===== src/rtl/instr_dispatch_queue.sv =====
// In-order instruction queue feeding the reservation station; one dispatch per cycle, NOP when idle.
// Optional DISPATCH_STATS_EN adds saturating stallCycles/dispatchCount outputs.
module instr_dispatch_queue #(
    parameter int unsigned DEPTH  = 8,
    parameter int unsigned ADDR_W = 3,
    parameter logic [2:0]  NOP_OP = 3'b111
) (
    input  logic              Clock,
    input  logic              Resetn,
    input  logic [8:0]        loadInstr,
    input  logic              loadValid,
    output logic              loadReady,
    input  logic              RS_addSubFull,
    input  logic              RS_mulDivFull,
    output logic [8:0]        instrOut,
    output logic              dispatched,
    output logic              illegalOp,
    output logic [ADDR_W:0]   queueCount,
    output logic              queueEmpty,
    output logic              queueFull
`ifdef DISPATCH_STATS_EN
    ,
    output logic [15:0]       stallCycles,
    output logic [15:0]       dispatchCount
`endif
);

    logic [8:0]        mem [DEPTH];
    logic [ADDR_W-1:0] headPtr;
    logic [ADDR_W-1:0] tailPtr;
    logic [ADDR_W:0]   count;
    logic              illegalQ;

    logic [8:0] headInstr;
    logic [2:0] headOp;
    logic       nonEmpty;
    logic       isAS, isMD, isIllegal, isNop;
    logic       asFree, mdFree;
    logic       doDispatch, doPop, doPush;

    assign headInstr = mem[headPtr];
    assign headOp    = headInstr[8:6];
    assign nonEmpty  = (count != '0);

    always_comb begin
        isAS      = 1'b0;
        isMD      = 1'b0;
        isIllegal = 1'b0;
        isNop     = 1'b0;
        if (nonEmpty) begin
            case (headOp)
                3'b000, 3'b001: isAS  = 1'b1;
                3'b010, 3'b011: isMD  = 1'b1;
                3'b111:         isNop = 1'b1;
                default:        isIllegal = 1'b1;
            endcase
        end
    end

    // A full flag that is not a clean 0 (including X) fails the test and blocks.
    always_comb begin
        asFree = 1'b0;
        mdFree = 1'b0;
        if (RS_addSubFull == 1'b0) asFree = 1'b1;
        if (RS_mulDivFull == 1'b0) mdFree = 1'b1;
    end

    assign doDispatch = (isAS && asFree) || (isMD && mdFree);
    assign doPop      = doDispatch || isIllegal || isNop;
    assign queueFull  = (count == (ADDR_W+1)'(DEPTH));
    assign loadReady  = Resetn && !queueFull;
    assign doPush     = loadValid && loadReady;

    assign instrOut   = doDispatch ? headInstr : {NOP_OP, 6'b0};
    assign dispatched = doDispatch;
    assign illegalOp  = illegalQ;
    assign queueCount = count;
    assign queueEmpty = !nonEmpty;

    always_ff @(posedge Clock or negedge Resetn) begin
        if (!Resetn) begin
            headPtr  <= '0;
            tailPtr  <= '0;
            count    <= '0;
            illegalQ <= 1'b0;
        end else begin
            if (doPush) tailPtr <= tailPtr + ADDR_W'(1);
            if (doPop)  headPtr <= headPtr + ADDR_W'(1);
            case ({doPush, doPop})
                2'b10:   count <= count + (ADDR_W+1)'(1);
                2'b01:   count <= count - (ADDR_W+1)'(1);
                default: count <= count;
            endcase
            illegalQ <= isIllegal;
        end
    end

    always_ff @(posedge Clock) begin
        if (doPush) mem[tailPtr] <= loadInstr;
    end

`ifdef DISPATCH_STATS_EN
    logic headStalled;
    assign headStalled = (isAS && !asFree) || (isMD && !mdFree);

    always_ff @(posedge Clock or negedge Resetn) begin
        if (!Resetn) begin
            stallCycles   <= '0;
            dispatchCount <= '0;
        end else begin
            if (headStalled && stallCycles != 16'hFFFF)
                stallCycles <= stallCycles + 16'd1;
            if (doDispatch && dispatchCount != 16'hFFFF)
                dispatchCount <= dispatchCount + 16'd1;
        end
    end
`endif

endmodule


===== config.mk =====
export PLATFORM = sky130hd
export DESIGN_NAME = instr_dispatch_queue
export DESIGN_NICKNAME = d
export VERILOG_FILES = /design/src/rtl/instr_dispatch_queue.sv
export SDC_FILE = /design/constraint.sdc
export NUM_CORES = 1
export LEC_CHECK = 0
export ABC_AREA = 1
export CAP_MARGIN = 15
export CELL_PAD_IN_SITES_DETAIL_PLACEMENT = 0
export CELL_PAD_IN_SITES_GLOBAL_PLACEMENT = 1
export CORE_MARGIN = 2
export CORE_UTILIZATION = 40
export DETAILED_ROUTE_END_ITERATION = 6
export PLACE_DENSITY_LB_ADDON = 0.12
export SLEW_MARGIN = 20
export SYNTH_ARGS = -nofsm -noshare
export SYNTH_HDL_FRONTEND = slang
export SYNTH_SLANG_ARGS = --single-unit

===== constraint.sdc =====
create_clock -name Clock -period 3.9 [get_ports Clock]
set_input_delay 0.78 -clock Clock [delete_from_list [all_inputs] [get_ports Clock]]
set_output_delay 0.78 -clock Clock [all_outputs]
set_load 0.02 [all_outputs]

# Yosys cells after proc, flatten, opt, wreduce, memory -nomap -nowiden

Memory sizes are Yosys's and may differ from the RTL's.
Cells that the tools add are included.
Widths: inputs -> output; s select.

Add/subtract/negate cells: 4
Eq/ne operators: 7
Mux-type cells: 14
Reductions and logical operators: 15

Operator list:

| kind                | count |
|---|---|
| $mux 1              | 12 |
| $mux 9              | 1 |
| $pmux 4 s2          | 1 |
| $add 3x1->3 const B | 2 |
| $eq 3x2->1 const B  | 2 |
| $reduce_or 5->1     | 1 |
| $add 4x1->4 const B | 1 |
| $eq 4x4->1 const B  | 1 |
| $logic_and 1x1->1   | 4 |
| $reduce_bool 4->1   | 1 |
| $reduce_or 2->1     | 2 |
| $sub 4x1->4 const B | 1 |
| $eq 3x1->1 const B  | 1 |
| $eq 3x3->1 const B  | 1 |
| $logic_not 3->1     | 1 |
| $logic_or 1x1->1    | 3 |
| $eq 2x1->1 const B  | 1 |
| $eq 2x2->1 const B  | 1 |
| $logic_not 1->1     | 2 |
| $reduce_bool 2->1   | 1 |

Register bits: 11
RAM bits: 72
Input bits: 14
Output and inout port bits: 18
Logic and storage cells: 45
Memories: 1

Memory list:

| memory | words | width | rd ports | clocked after Yosys merged registers in | write ports | line | source |
|---|---|---|---|---|---|---|---|
| mem    | 8     | 9     | 1        | 0                                       | 1           | 28   | `logic [8:0] mem [DEPTH];` |

# Logic depth before layout (Yosys ltp)

Gate-level depths: netlist of run 1.
An unclocked memory read counts as a cell.

Word-level depth: 11
Mapped depth: 17
Gate-level depth less buffers: 17

# Least setup slack after synthesis of run 1

OpenSTA, ideal clock, no wires.

Path kind: register -> register
From: register count[1], in the netlist queueCount[1]
To: register count[3], in the netlist queueCount[3]
Arrival: 2.429 ns
Required time: 3.769 ns
Path slack: 1.340 ns
Stages on the path, launching flop included: 16
Path buffers: 0
Clock period less this slack: 2.560 ns
Cell sequence: dfrtp_1 -> nor2_1 -> inv_1 -> nor3_2 -> inv_1 -> nand2_1 -> nand2_1 -> ha_1 -> ha_1 -> nand2_1 -> nand2_1 -> a21oi_1 -> nor2_1 -> nor2_1 -> nand2_1 -> xnor2_1

Cells in the longest elaborated chain, start to end: 8

RTL lines:

| what                                            | line | source |
|---|---|---|
| start: declaration                              | 31   | `logic [ADDR_W:0] count;` |
| start signal: assignment                        | 90   | `2'b10: count <= count + (ADDR_W+1)'(1);` |
| start signal: assignment                        | 91   | `2'b01: count <= count - (ADDR_W+1)'(1);` |
| start signal: assignment                        | 92   | `default: count <= count;` |
| $reduce_bool 4->1 *                             | 43   | `assign nonEmpty = (count != '0);` |
| $mux 1                                          | 50   | `if (nonEmpty) begin` |
| $logic_and 1x1->1                               | 68   | `assign doDispatch = (isAS && asFree) \|\| (isMD && mdFree);` |
| $logic_or 1x1->1                                | 68   |  |
| $logic_or 1x1->1                                | 69   | `assign doPop = doDispatch \|\| isIllegal \|\| isNop;` |
| $logic_or 1x1->1 *                              | 69   |  |
| named net doPop                                 | 39   | `logic doDispatch, doPop, doPush;` |
| $eq 2x1->1 or $eq 2x2->1 (tied branches)        | 89   | `case ({doPush, doPop})` |
| $pmux 4 s2 or $reduce_bool 2->1 (tied branches) | -    |  |

Mark *: on every way through the listed nets, which the timed path passes. The rest lies on a longest branch.
A chain may end at the register's enable or synchronous reset.

# Final worst setup path of run 1

From: register headPtr[1]
To: output instrOut[4]

Cells in the longest elaborated chain, start to end: 8

RTL lines:

| what                               | line | source |
|---|---|---|
| start: declaration                 | 29   | `logic [ADDR_W-1:0] headPtr;` |
| start signal: assignment           | 88   | `if (doPop) headPtr <= headPtr + ADDR_W'(1);` |
| $mem_v2 8x9 *                      | -    |  |
| $eq 3x1->1 (tied with other cells) | 51   | `case (headOp)` |
| $reduce_or 2->1                    | 51   |  |
| $mux 1                             | 51   |  |
| $mux 1                             | 50   |  |
| $logic_and 1x1->1                  | 68   |  |
| $logic_or 1x1->1                   | 68   |  |
| $mux 9 *                           | 74   | `assign instrOut = doDispatch ? headInstr : {NOP_OP, 6'b0};` |
| end: declaration                   | 15   | `output logic [8:0] instrOut,` |

Every way passes the cells marked *; elsewhere a longest branch is shown, timed or not.

==> results of run 1 <==
[critical path, stage by stage (launching register included)]
cell and delay, ps:
dfrtp_1 390, inv_2 360, nand3_1 160, nand3_2 90
nand2_2 70, nor2_4 90, nand3_2 310, nor2_1 260
clkdlybuf4s50_1 630
[power groups by stage]
stage / logic (uW) / registers [uW] / clock network [uW]
after floorplan: 1120 / 1200 / 0
after global placement: 1610 / 1190 / 0
after detailed placement: 1620 / 1190 / 0
after CTS: 1630 / 1170 / 803
after global routing: 1790 / 1180 / 834
final: 1600 / 1160 / 786
[final cells by class]
type	count	area, um^2
inverters	23	86.33
fillers	798	4446
clock inverters	5	125.1
repair buffers	46	422.9
multi-input cells	185	979.7
clock buffers	11	131.4
flip-flops and latches	83	2437
well taps	108	135.1
[worst paths after layout]
| path | cells after the start | to | from |
|---|---|---|---|
| max reg2reg | 16 | queueCount[3] | headPtr[1] |
| max | 8 | instrOut[4] | headPtr[1] |
| max in group asynchronous | 2 | tailPtr[2] | Resetn |
| min | 1 | queueCount[3] | queueCount[3] |
| min in group asynchronous | 2 | queueCount[0] | Resetn |
| min reg2reg | 1 | queueCount[3] | queueCount[3] |
[layer usage]
metal | wire (um) | GRT usage (%) | share of wire (%)
met2 | 3547 | 25.16 | 48
met1 | 3343 | 22.28 | 45
met5 | 0 | 0 | 0
met3 | 429 | 2.670 | 5.8
met4 | 36 | 6.322 | 0.49
[logic make-up after synthesis]
group / count (synthesis) / synth area share [%]
fa+ha+maj: 6 / 2.283
compound gates: 47 / 7.887
flops: 83 / 67.38
simple gates: 127 / 15.70
xor+xnor: 5 / 1.211
buf+inv: 36 / 5.534
[through the flow]
step | power (uW) | area (um^2)
2_1_floorplan | 2321 | 3617
3_3_place_gp | 2797 | 4061
3_5_place_dp | 2808 | 4061
4_1_cts | 3603 | 4318
5_1_grt | 3811 | 4318
6_report | 3554 | 4318
[cells in the final DEF, fill, tap and decap left out, types with 9 or more instances in the layout]
cell	n
inv_1	21
edfxtp_1	72
a21oi_1	19
buf_4	15
o21ai_0	14
dfrtp_1	11
nand3_1	13
nor2_1	21
clkbuf_8	9
clkdlybuf4s50_1	31
nand2_1	77
[flip-flops by register name, summed over array words and instances (netlist names)]
signal,count
queueCount,4
headPtr,3
mem,72
illegalOp,1
tailPtr,3
==> impl_metrics.yaml, run 1 <==
min_path:
  hp-class: "flip-flop to flip-flop"
logic_synthesis:
  yosys_warnings: 0
  synthFlopType: "edfxtp_1"
  netlist_area_um2: 3617
  postSynthCellCount: 304
  synth_cell_types: 28
  synth_most_common_cell: "nand2_1"
  ys_top_cells_by_count: "77 x nand2_1, 72 x edfxtp_1, 21 x inv_1, 21 x nor2_1, 19 x a21oi_1"
  yosys.area.top_type_share_pct: 59.77
  async_flop_share_pct: 13.25
  synth_fp_nets: 324
  synth-edff-count: 72
  syn_area_per_cell_um2: 11.90
  synth_seq_cells: 83
  synth_area_leader_cell: "edfxtp_1"
  ys_seq_area_share_pct: 67.38
  synthTopCellsByArea: "edfxtp_1 60%, nand2_1 8.0%, dfrtp_1 7.6%"
clocking:
  clockBufferDepth: 2
  tritoncts: "built"
  postCtsSetupBuffers: 0
  clock_latency_ps: 350
  cts_root_buf: "clkbuf_8"
  cts-resized-gates: 0
  cts_hold_buffers: 0
  numCtsBuffers: 9
  numClockSinks: 83
  clk_pin_slew_ps: 80
  htree_levels: 3
power:
  p_comb_share_pct: 45.1
  internal_power_uw: 2210
  net-switching-power_uw: 1344
  pwr-share-seq_pct: 32.8
  ir_drop_v: 0.0004509
  power_density_nw_per_um2: 823.2
  p_sw_share_pct: 37.82
  clockPowerShare_pct: 22.1
  p_leak_uw: 0.001654
critical_path:
  critPathLaunchType: "flip-flop"
  timing_worst_setup_path_type: "flip-flop to primary output"
  critPathCaptureType: "primary output"
  rrSetupSlack_ps: 940
  critPathMaxFanout: 24
  crit_required_ps: 3120
  arrival_ps: 2720
placed_design:
  port_buffers: 31
  gp_congestion: 0.7260
  dp_cells: 445
  pre_cts_slack_ps: 614.6
  dp_hpwl_um: 4674
layout:
  syn_to_final_growth_pct: 19.37
  nets: 368
  layout-drive-gt1-share_pct: 13.31
  layout.cells.non_filler: 461
  post-route-util_pct: 49.27
  antenna_cells: 0
timing:
  maxSlewViolCount: 0
  whs_ps: 542.7
  rsz0062_at_grt: "false"
  final.setup_skew_ps: 10.42
  worst_pin_slew_ps: 477.0
  setup_viol: 0
  setup_ws_ps: 398.0
  hold_viol: 0
  relSlewSlack_pct: 68.15
  period_needed_ps: 3502
  post-route-period-util_pct: 89.79
  fin_tns_setup_ps: 0
  fmax_mhz: 285.6
routing:
  route.detailed.drc: 0
  routedWlPerCell_um: 15.96
  wl_um: 7356
  viasPerCell: 4.885
  dr.pass1.iters: 4
  dr.first_iter.drc_count: 94
  postRouteAntennaNets: 0
  dr_total_vias: 2252
die:
  die_w_um: 99.10
  row_count: 34
  ios: 32
  start_util_pct: 41.28
  core_region_area_um2: 8763
  die_h_um: 99.10
  dieArea_um2: 9820
flow_run:
  maxCapViolCount: 0
global_route:
  grtUsageTotal_pct: 15.96
  grt_max_degree: 27
  grt_overflow: 0
  grt_pass1_vias: 2137
  antenna_found_initial: 0
  grt_pass1_wl_um: 11630
status:
  status: "completed"
Note: power is estimated with default switching activity, not from simulation.
==> run 2, diff against run 1 <==
HOLD_SLACK_MARGIN = 0.15   (was not set)
clock period = 4.5 ns   (was 3.9 ns; I/O delays follow)
==> impl_metrics.yaml, run 2 (same netlist as run 1, synthesis figures left out) <==
die:
  dieArea_um2: 9820
  start_util_pct: 41.28
  die_w_um: 99.10
  core_region_area_um2: 8763
  row_count: 34
  ios: 32
  die_h_um: 99.10
routing:
  wl_um: 7430
  postRouteAntennaNets: 0
  dr_total_vias: 2241
  dr.first_iter.drc_count: 121
  dr.pass1.iters: 5
  routedWlPerCell_um: 16.19
  route.detailed.drc: 0
  viasPerCell: 4.882
layout:
  largest_reg_flops: 72
  syn_to_final_growth_pct: 17.61
  layout.cells.non_filler: 459
  antenna_cells: 0
  layout_commonest_cell: "nand2_1"
  top_register: "mem"
  nets: 366
  post-route-util_pct: 48.54
  layout-drive-gt1-share_pct: 13.39
  layout_common_cells: "77 x nand2_1, 72 x edfxtp_1, 31 x clkdlybuf4s50_1, 21 x nor2_1, 21 x inv_1"
timing:
  rsz0062_at_grt: "false"
  final.setup_skew_ps: 8.970
  hold_viol: 0
  worst_pin_slew_ps: 769.0
  fmax_mhz: 256.0
  post-route-period-util_pct: 86.81
  maxSlewViolCount: 0
  period_needed_ps: 3906
  fin_tns_setup_ps: 0
  relSlewSlack_pct: 48.73
  setup_viol: 0
global_route:
  grt_pass1_wl_um: 11650
  grt_overflow: 0
  grtUsageTotal_pct: 16.05
  grt_pass1_vias: 2226
  antenna_found_initial: 0
  grt_max_degree: 23
critical_path:
  worstReg2RegEnd: "queueCount[3]"
  crit_chain: "inv_2 > nand2_1 > nand3_2 > nand3_2 > nand2_2 > nor2_4 > nand3_2 > nor2_1 > clkdlybuf4s50_1"
  critPathMaxFanout: 20
  rrSetupSlack_ps: 1250
  critPathSlowestCell: "dfrtp_1"
  crit_required_ps: 3600
  arrival_ps: 3010
  path_common_cell: "nand3_2"
  slowest_delay_ps: 700
  rr_startpoint: "headPtr[0]"
  critPathCaptureType: "primary output"
  critPathLaunchType: "flip-flop"
  timing_worst_setup_path_type: "flip-flop to primary output"
  r2r_cells: 17
clocking:
  cts-resized-gates: 0
  cts_hold_buffers: 0
  postCtsSetupBuffers: 0
  htree_levels: 3
  cts_root_buf: "clkbuf_8"
  clock_latency_ps: 350
  clk_pin_slew_ps: 90
  clockBufferDepth: 2
  tritoncts: "built"
  numClockSinks: 83
  numCtsBuffers: 9
power:
  p_leak_uw: 0.001619
  ir_drop_v: 0.0003665
  power_density_nw_per_um2: 688.5
  finalPower_uw: 2929
min_path:
  whs_path_depth: 1
  hold_start: "queueCount[0]"
  hp-class: "flip-flop to flip-flop"
  min_delay_worst_endpoint: "queueCount[0]"
flow_run:
  maxCapViolCount: 0
status:
  status: "completed"
placed_design:
  gp_congestion: 0.7436
  dp_hpwl_um: 4908
  port_buffers: 31
  dp_cells: 443
run 2: cell count changes in the layout (fill, tap and decap cells not counted):
cell | previous run | this run
buf_4 | 15 | 13
clkinv_2 | 1 | 0
clkinv_4 | 0 | 2
bufinv_16 | 4 | 1
clkbuf_1 | 2 | 0
inv_6 | 0 | 2
clkinvlp_4 | 0 | 1
inv_8 | 0 | 1
run 2: report_power, final:
part           switching [uW]  total [uW]  internal (uW)
clock                     283         548            266
sequential                113        1060            944
combinational             791        1320            532
total                    1190        2930           1740
run 2: how the worst max path moves through the flow:
stage | cells after the start | slack, ps | start | to
2_1_floorplan | 15 | 1940 | queueCount[1] | queueCount[3]
3_3_place_gp | 9 | 970 | headPtr[0] | instrOut[4]
3_5_place_dp | 9 | 960 | headPtr[0] | instrOut[4]
4_1_cts | 9 | 530 | headPtr[0] | instrOut[4]
5_1_grt | 9 | 360 | headPtr[0] | instrOut[4]
6_report | 9 | 590 | headPtr[0] | instrOut[4]
run 2: metal layers:
metal / global-route usage (%) / wire length (um)
met5: 0 / 0
met4: 6.639 / 91
met3: 3.162 / 275
met2: 25.47 / 3593
met1: 21.76 / 3470
run 2: worst max-delay path, delay by kind of cell (launching register included):
family	cells	cell delay, ps
buffers and inverters	2	920
and+or+nand+nor	7	1010
DFF	1	700
run 2: layout make-up:
class	instances	area [um^2]
flip-flops and latches	83	2437
fillers	806	4509
multi-input cells	185	979.7
repair buffers	44	407.9
clock inverters	7	83.83
inverters	23	86.33
clock buffers	9	123.9
well taps	108	135.1
run 2: metrics by stage:
stage | hold WS [ps] | setup WS, ps | instance area, um^2
after floorplan | 498.4 | 1940 | 3617
after global placement | 531.2 | 971.2 | 4046
after detailed placement | 532.1 | 955.5 | 4046
after CTS | 547.9 | 532.6 | 4254
after global routing | 580.7 | 355.6 | 4254
final | 539.2 | 593.5 | 4254
